[config.mk]
export PLATFORM = sky130hd
export DESIGN_NAME = pipeline_hazard_ctrl
export DESIGN_NICKNAME = d
export VERILOG_FILES = /design/src/rtl/pipeline_hazard_ctrl.sv
export SDC_FILE = /design/constraint.sdc
export NUM_CORES = 1
export LEC_CHECK = 0
export CELL_PAD_IN_SITES_DETAIL_PLACEMENT = 1
export CELL_PAD_IN_SITES_GLOBAL_PLACEMENT = 1
export CORE_AREA = 2 2 114 116
export CTS_CLUSTER_DIAMETER = 120
export DETAILED_ROUTE_END_ITERATION = 6
export DIE_AREA = 0 0 116 118
export PLACE_DENSITY_LB_ADDON = 0.15
export SLEW_MARGIN = 40
export SYNTH_ARGS = -nofsm -noshare
export SYNTH_HDL_FRONTEND = slang
export SYNTH_SLANG_ARGS = --single-unit
export TNS_END_PERCENT = 50
[constraint.sdc]
create_clock -name clk -period 3.8 [get_ports clk]
set_input_delay 0.38 -clock clk [delete_from_list [all_inputs] [get_ports clk]]
set_output_delay 0.38 -clock clk [all_outputs]
set_load 0.05 [all_outputs]
[src/rtl/pipeline_hazard_ctrl.sv]
// Central stall/flush scheduler for the 5-stage core.
// Resolves load-use hazards, multi-cycle divide stalls, external holds and EX-stage
// jumps into PC / IF/ID / ID/EX hold and flush controls, and counts stall and flush cycles.
module pipeline_hazard_ctrl #(
  parameter int ADDR_WIDTH     = 32,
  parameter int REG_ADDR_WIDTH = 5,
  parameter int FLUSH_CYCLES   = 1,
  parameter int CNT_WIDTH      = 32
) (
  input  logic                      clk,
  input  logic                      rst,
  input  logic [REG_ADDR_WIDTH-1:0] id_rs1_addr_i,
  input  logic [REG_ADDR_WIDTH-1:0] id_rs2_addr_i,
  input  logic                      id_rs1_used_i,
  input  logic                      id_rs2_used_i,
  input  logic [REG_ADDR_WIDTH-1:0] ex_rd_addr_i,
  input  logic                      ex_is_load_i,
  input  logic                      ex_jump_i,
  input  logic [ADDR_WIDTH-1:0]     ex_jump_addr_i,
  input  logic                      ex_div_start_i,
  input  logic                      div_done_i,
  input  logic                      hold_req_i,
  output logic                      stall_pc_o,
  output logic                      stall_if_id_o,
  output logic                      stall_id_ex_o,
  output logic                      flush_if_id_o,
  output logic                      flush_id_ex_o,
  output logic                      jump_o,
  output logic [ADDR_WIDTH-1:0]     jump_addr_o,
  output logic [CNT_WIDTH-1:0]      stall_cnt_o,
  output logic [CNT_WIDTH-1:0]      flush_cnt_o
);

  // The jump cycle itself is the first flush cycle; FLUSH covers the remaining ones.
  localparam int FW = (FLUSH_CYCLES > 1) ? $clog2(FLUSH_CYCLES) : 1;
  localparam logic [FW-1:0] FLOAD = FW'(FLUSH_CYCLES - 1);

  typedef enum logic [1:0] {
    RUN      = 2'd0,
    DIV_WAIT = 2'd1,
    FLUSH    = 2'd2
  } state_t;

  state_t               state;
  state_t               state_nxt;
  logic [FW-1:0]        fcnt;
  logic [FW-1:0]        fcnt_nxt;
  logic                 jump_q;
  logic                 load_use;
  logic [CNT_WIDTH-1:0] stall_cnt;
  logic [CNT_WIDTH-1:0] flush_cnt;

  // Load-use hazard: a load in EX writes a non-zero register that the ID instruction reads.
  always_comb begin
    load_use = ex_is_load_i && (ex_rd_addr_i != '0) &&
               ((id_rs1_used_i && (id_rs1_addr_i == ex_rd_addr_i)) ||
                (id_rs2_used_i && (id_rs2_addr_i == ex_rd_addr_i)));
  end

  // Next-state and control outputs; reset forces every control low, a flush never coexists with a stall.
  always_comb begin
    state_nxt     = state;
    fcnt_nxt      = fcnt;
    stall_pc_o    = 1'b0;
    stall_if_id_o = 1'b0;
    stall_id_ex_o = 1'b0;
    flush_if_id_o = 1'b0;
    flush_id_ex_o = 1'b0;
    jump_o        = 1'b0;
    jump_addr_o   = '0;
    if (!rst) begin
      case (state)
        RUN: begin
          // jump_q blocks back-to-back redirects when there is no FLUSH window (FLUSH_CYCLES=1)
          if (ex_jump_i && !jump_q) begin
            jump_o        = 1'b1;
            jump_addr_o   = ex_jump_addr_i;
            flush_if_id_o = 1'b1;
            flush_id_ex_o = 1'b1;
            if (FLUSH_CYCLES > 1) begin
              state_nxt = FLUSH;
              fcnt_nxt  = FLOAD;
            end
          end else if (ex_div_start_i) begin
            stall_pc_o    = 1'b1;
            stall_if_id_o = 1'b1;
            stall_id_ex_o = 1'b1;
            state_nxt     = DIV_WAIT;
          end else if (load_use) begin
            stall_pc_o    = 1'b1;
            stall_if_id_o = 1'b1;
            flush_id_ex_o = 1'b1;
          end else if (hold_req_i) begin
            stall_pc_o    = 1'b1;
            stall_if_id_o = 1'b1;
            stall_id_ex_o = 1'b1;
          end
        end
        DIV_WAIT: begin
          if (div_done_i) begin
            state_nxt = RUN;
          end else begin
            stall_pc_o    = 1'b1;
            stall_if_id_o = 1'b1;
            stall_id_ex_o = 1'b1;
          end
        end
        FLUSH: begin
          flush_if_id_o = 1'b1;
          flush_id_ex_o = 1'b1;
          if (fcnt <= FW'(1)) begin
            state_nxt = RUN;
            fcnt_nxt  = '0;
          end else begin
            fcnt_nxt = fcnt - FW'(1);
          end
        end
        default: begin
          state_nxt = RUN;
          fcnt_nxt  = '0;
        end
      endcase
    end
  end

  // State register, previous-jump flag and the wrapping stall/flush performance counters.
  always_ff @(posedge clk) begin
    if (rst) begin
      state     <= RUN;
      fcnt      <= '0;
      jump_q    <= 1'b0;
      stall_cnt <= '0;
      flush_cnt <= '0;
    end else begin
      state  <= state_nxt;
      fcnt   <= fcnt_nxt;
      jump_q <= jump_o;
      if (stall_pc_o) begin
        stall_cnt <= stall_cnt + CNT_WIDTH'(1);
      end
      if (flush_id_ex_o) begin
        flush_cnt <= flush_cnt + CNT_WIDTH'(1);
      end
    end
  end

  // Counter outputs read as zero while reset is held, like every other output.
  always_comb begin
    stall_cnt_o = rst ? '0 : stall_cnt;
    flush_cnt_o = rst ? '0 : flush_cnt;
  end

endmodule

==> impl_metrics.csv, run 1 <==
group,metric,value,unit
logic_synthesis,synth_nets,575,
setup_path,critPathKind,"in2out",
die,core,0.0124,mm²
worst_hold_path,hp-class,"reg2reg",
flow_run,max_cap_viol_count,0,
setup_path,arrival,3.01,ns
drt,drt_wl_total,13900,µm
clock_tree,clk_pin_slew,0.05,ns
drt,viasPerCell,5.15,
logic_synthesis,ys.warnings.count,0,
global_routing,grt_overflow_total,0,
timing,max_freq,295,MHz
global_routing,grt_antenna_before_repair,0,
cells_and_area,nFillCells,1508,
setup_path,critical_path.max_fanout,6,
setup_path,rrSetupSlack,1.22,ns
drt,dr_total_vias,4311,
logic_synthesis,syn_inst,517,
clock_tree,cts_buffers,9,
drt,ant_nets,0,
worst_hold_path,hold_depth,2,
cells_and_area,drive_gt1_share,5.41,%
clock_tree,h-tree-depth,3,
die,io-pin-count,158,
setup_path,worst_setup_path_start_kind,"primary input",
cells_and_area,regArea,0.00132,mm²
logic_synthesis,yosysSeqAreaShare,32.9,%
global_routing,first_global_vias,4393,
power,p_leak,1.97,nW
logic_synthesis,yosys_register_bits,66,
drt,drc,0,
clock_tree,clockRootBuffer,"clkbuf_16",
place,numPortBuffers,157,
global_routing,grt_use_total,20.9,%
clock_tree,cts_setup_buffers,0,
timing,setup_viol,0,
place,dp_hpwl,10400,µm
drt,wire_per_inst,16.6,µm
outcome,status,"finished, final reports clean",
place,place.gp.congestion,0.951,
cells_and_area,post-route-util,48.5,%
power,vdd_drop_max,186,µV
timing,fin_crit,3.39,ns
power,power_density,304,mW/mm²
setup_path,worst_ep_required_time,3.42,ns
drt,dr.pass1.iters,4,
worst_hold_path,worstHoldStart,"stall_cnt[31]",
die,die-area,0.0137,mm²
place,dp.cells,821,
global_routing,grt_max_degree,65,
clock_tree,clockBufferDepth,2,
global_routing,grt_pass1_wl,22500,µm
cells_and_area,antenna_cells,0,
timing,tns,0,ns
timing,post-route-period-util,89.3,%
drt,drt_iter0_drc,190,
setup_path,critPathCaptureType,"primary output",
setup_path,r2r-start,"state[0]",
clock_tree,clkSinkCount,66,
timing,drv_slew,0,
logic_synthesis,ys_types,45,
die,die_y,118,µm
power,finalPower,1.83,mW
clock_tree,cts_hold_buf,0,
timing,worstMarginPinSlew,0.670,ns
die,rows,41,
timing,finClkSkew,0.00656,ns
clock_tree,cts_tree,"done",
cells_and_area,layout.nets,718,
worst_hold_path,holdPathEnd,"stall_cnt[31]",
cells_and_area,multiInputGateArea,0.00249,mm²
logic_synthesis,avgSynthCellArea,7.77,µm²
die,fp.dieW,116,µm
timing,finalHoldViolCount,0,
setup_path,r2r_end,"stall_cnt[30]",
clock_tree,cts_resized,0,
clock_tree,clk_latency,0.34,ns
die,initial_utilization,32.4,%
timing,maxSlewHeadroom,55.2,%
setup_path,reg2reg_depth,7,
cells_and_area,stdcell_count,837,
place,place_area,0.00570,mm²
cells_and_area,syn_to_final_growth,49.8,%
logic_synthesis,synth_area,0.00402,mm²
setup_path,crit_start,"ex_rd_addr_i[1]",
cells_and_area,design_area,0.00602,mm²
timing,rsz0062_at_grt,"no",
[critical path, cell delays in order]
cell             delay (ns)
clkdlybuf4s50_1        0.48
or4_1                  0.55
o21a_1                 0.30
a2111oi_4              0.43
nor2_1                 0.13
clkdlybuf4s50_1        0.74
[power by group]
part / internal (mW) / switching (mW) / leakage (nW)
Sequential: 0.699 / 0.00851 / 0.532
Combinational: 0.117 / 0.166 / 1.28
Clock: 0.530 / 0.308 / 0.152
[how the worst max path moves through the flow]
stage	end	slack, ns	cells past startpoint
after CTS	stall_if_id_o	0.41	6
after floorplan	stall_pc_o	0.93	7
final	stall_if_id_o	0.41	6
after detailed placement	stall_if_id_o	0.41	6
after global placement	stall_if_id_o	0.47	6
after global routing	stall_if_id_o	0.31	6
[cells in the final DEF, fill, tap and decap left out, types with 9 or more instances in the layout]
master / count
or3_1: 24
clkbuf_16: 9
xnor2_1: 11
o21ai_1: 15
nor2b_1: 60
nand4_1: 22
buf_4: 11
o31ai_1: 20
o21ai_0: 20
a21oi_1: 41
inv_1: 10
and2_1: 35
nand3_1: 20
nor2_1: 28
clkdlybuf4s50_1: 156
nand2_1: 37
dfxtp_1: 66
or4_1: 25
[per-stage QoR]
stage                     hold WS [ns]  worst slack, ns
after global routing             0.515            0.312
final                            0.481            0.405
after floorplan                  0.433            0.933
after global placement           0.459            0.469
after detailed placement         0.467            0.415
after CTS                        0.486            0.408
[synthesized netlist by cell type, drive strengths merged]
cell type	instances	share of area [%]
or3	24	3.7
a31o	1	0.22
or4b	2	0.50
a211oi	1	0.19
buf	14	2.3
and3	5	0.78
a21oi	41	5.1
inv	10	0.93
nand2	38	3.6
o21a	1	0.19
ha	2	0.62
a22oi	1	0.19
nand2b	2	0.31
nor2b	60	9.3
xor2	2	0.44
o41ai	3	0.65
or4	25	4.7
clkbuf	21	2.0
xnor2	11	2.4
mux2	7	2.0
nor2	28	2.6
mux2i	1	0.25
a2111oi	1	0.69
o21ai	35	4.4
nand3	20	2.5
dfxtp	66	33
nor4	4	1.0
o22ai	1	0.31
and2	35	5.5
nor3	3	0.37
and4	5	1.1
o31ai	20	3.7
nand4	22	3.4
nor3b	2	0.50
a31oi	2	0.47
a211o	1	0.22
[routing by layer]
layer / up-vias / share of wire, % / global-route usage (%)
li1: 2137 / - / -
met1: 2103 / 43 / 24.6
met2: 63 / 53 / 37.2
met3: 8 / 3.2 / 5.46
met4: 0 / 0.89 / 5.21
met5: - / 0 / 0
[sequential cells by signal (all words and copies together) (netlist names)]
name       cells
jump_q         1
stall_cnt     32
flush_cnt     32
state          1
[kinds of logic after synthesis]
logic type	Yosys count	synth area share, %
AND/OR/NAND/NOR	275	39.9
AO/OA/AOI/OAI	108	16.3
flip-flops	66	32.9
buffers and inverters	45	5.20
XOR/XNOR	13	2.83
multiplexers	8	2.21
adder cells (fa/ha/maj)	2	0.623
[area by class of cell]
type,count,share of cell area (%)
clock buffers,15,4.95
clock inverters,1,0.0832
inverters,10,0.624
multi-input cells,406,41.5
flip-flops and latches,66,22.0
well taps,172,3.58
repair buffers,167,27.3
(Power assumes the default switching activity.)
==> inputs of run 2 (changes only) <==
HOLD_SLACK_MARGIN = 0.05   (was unset)
==> results of run 2 <==
No change in the layout: final DEF, timing and power equal those of run 1.
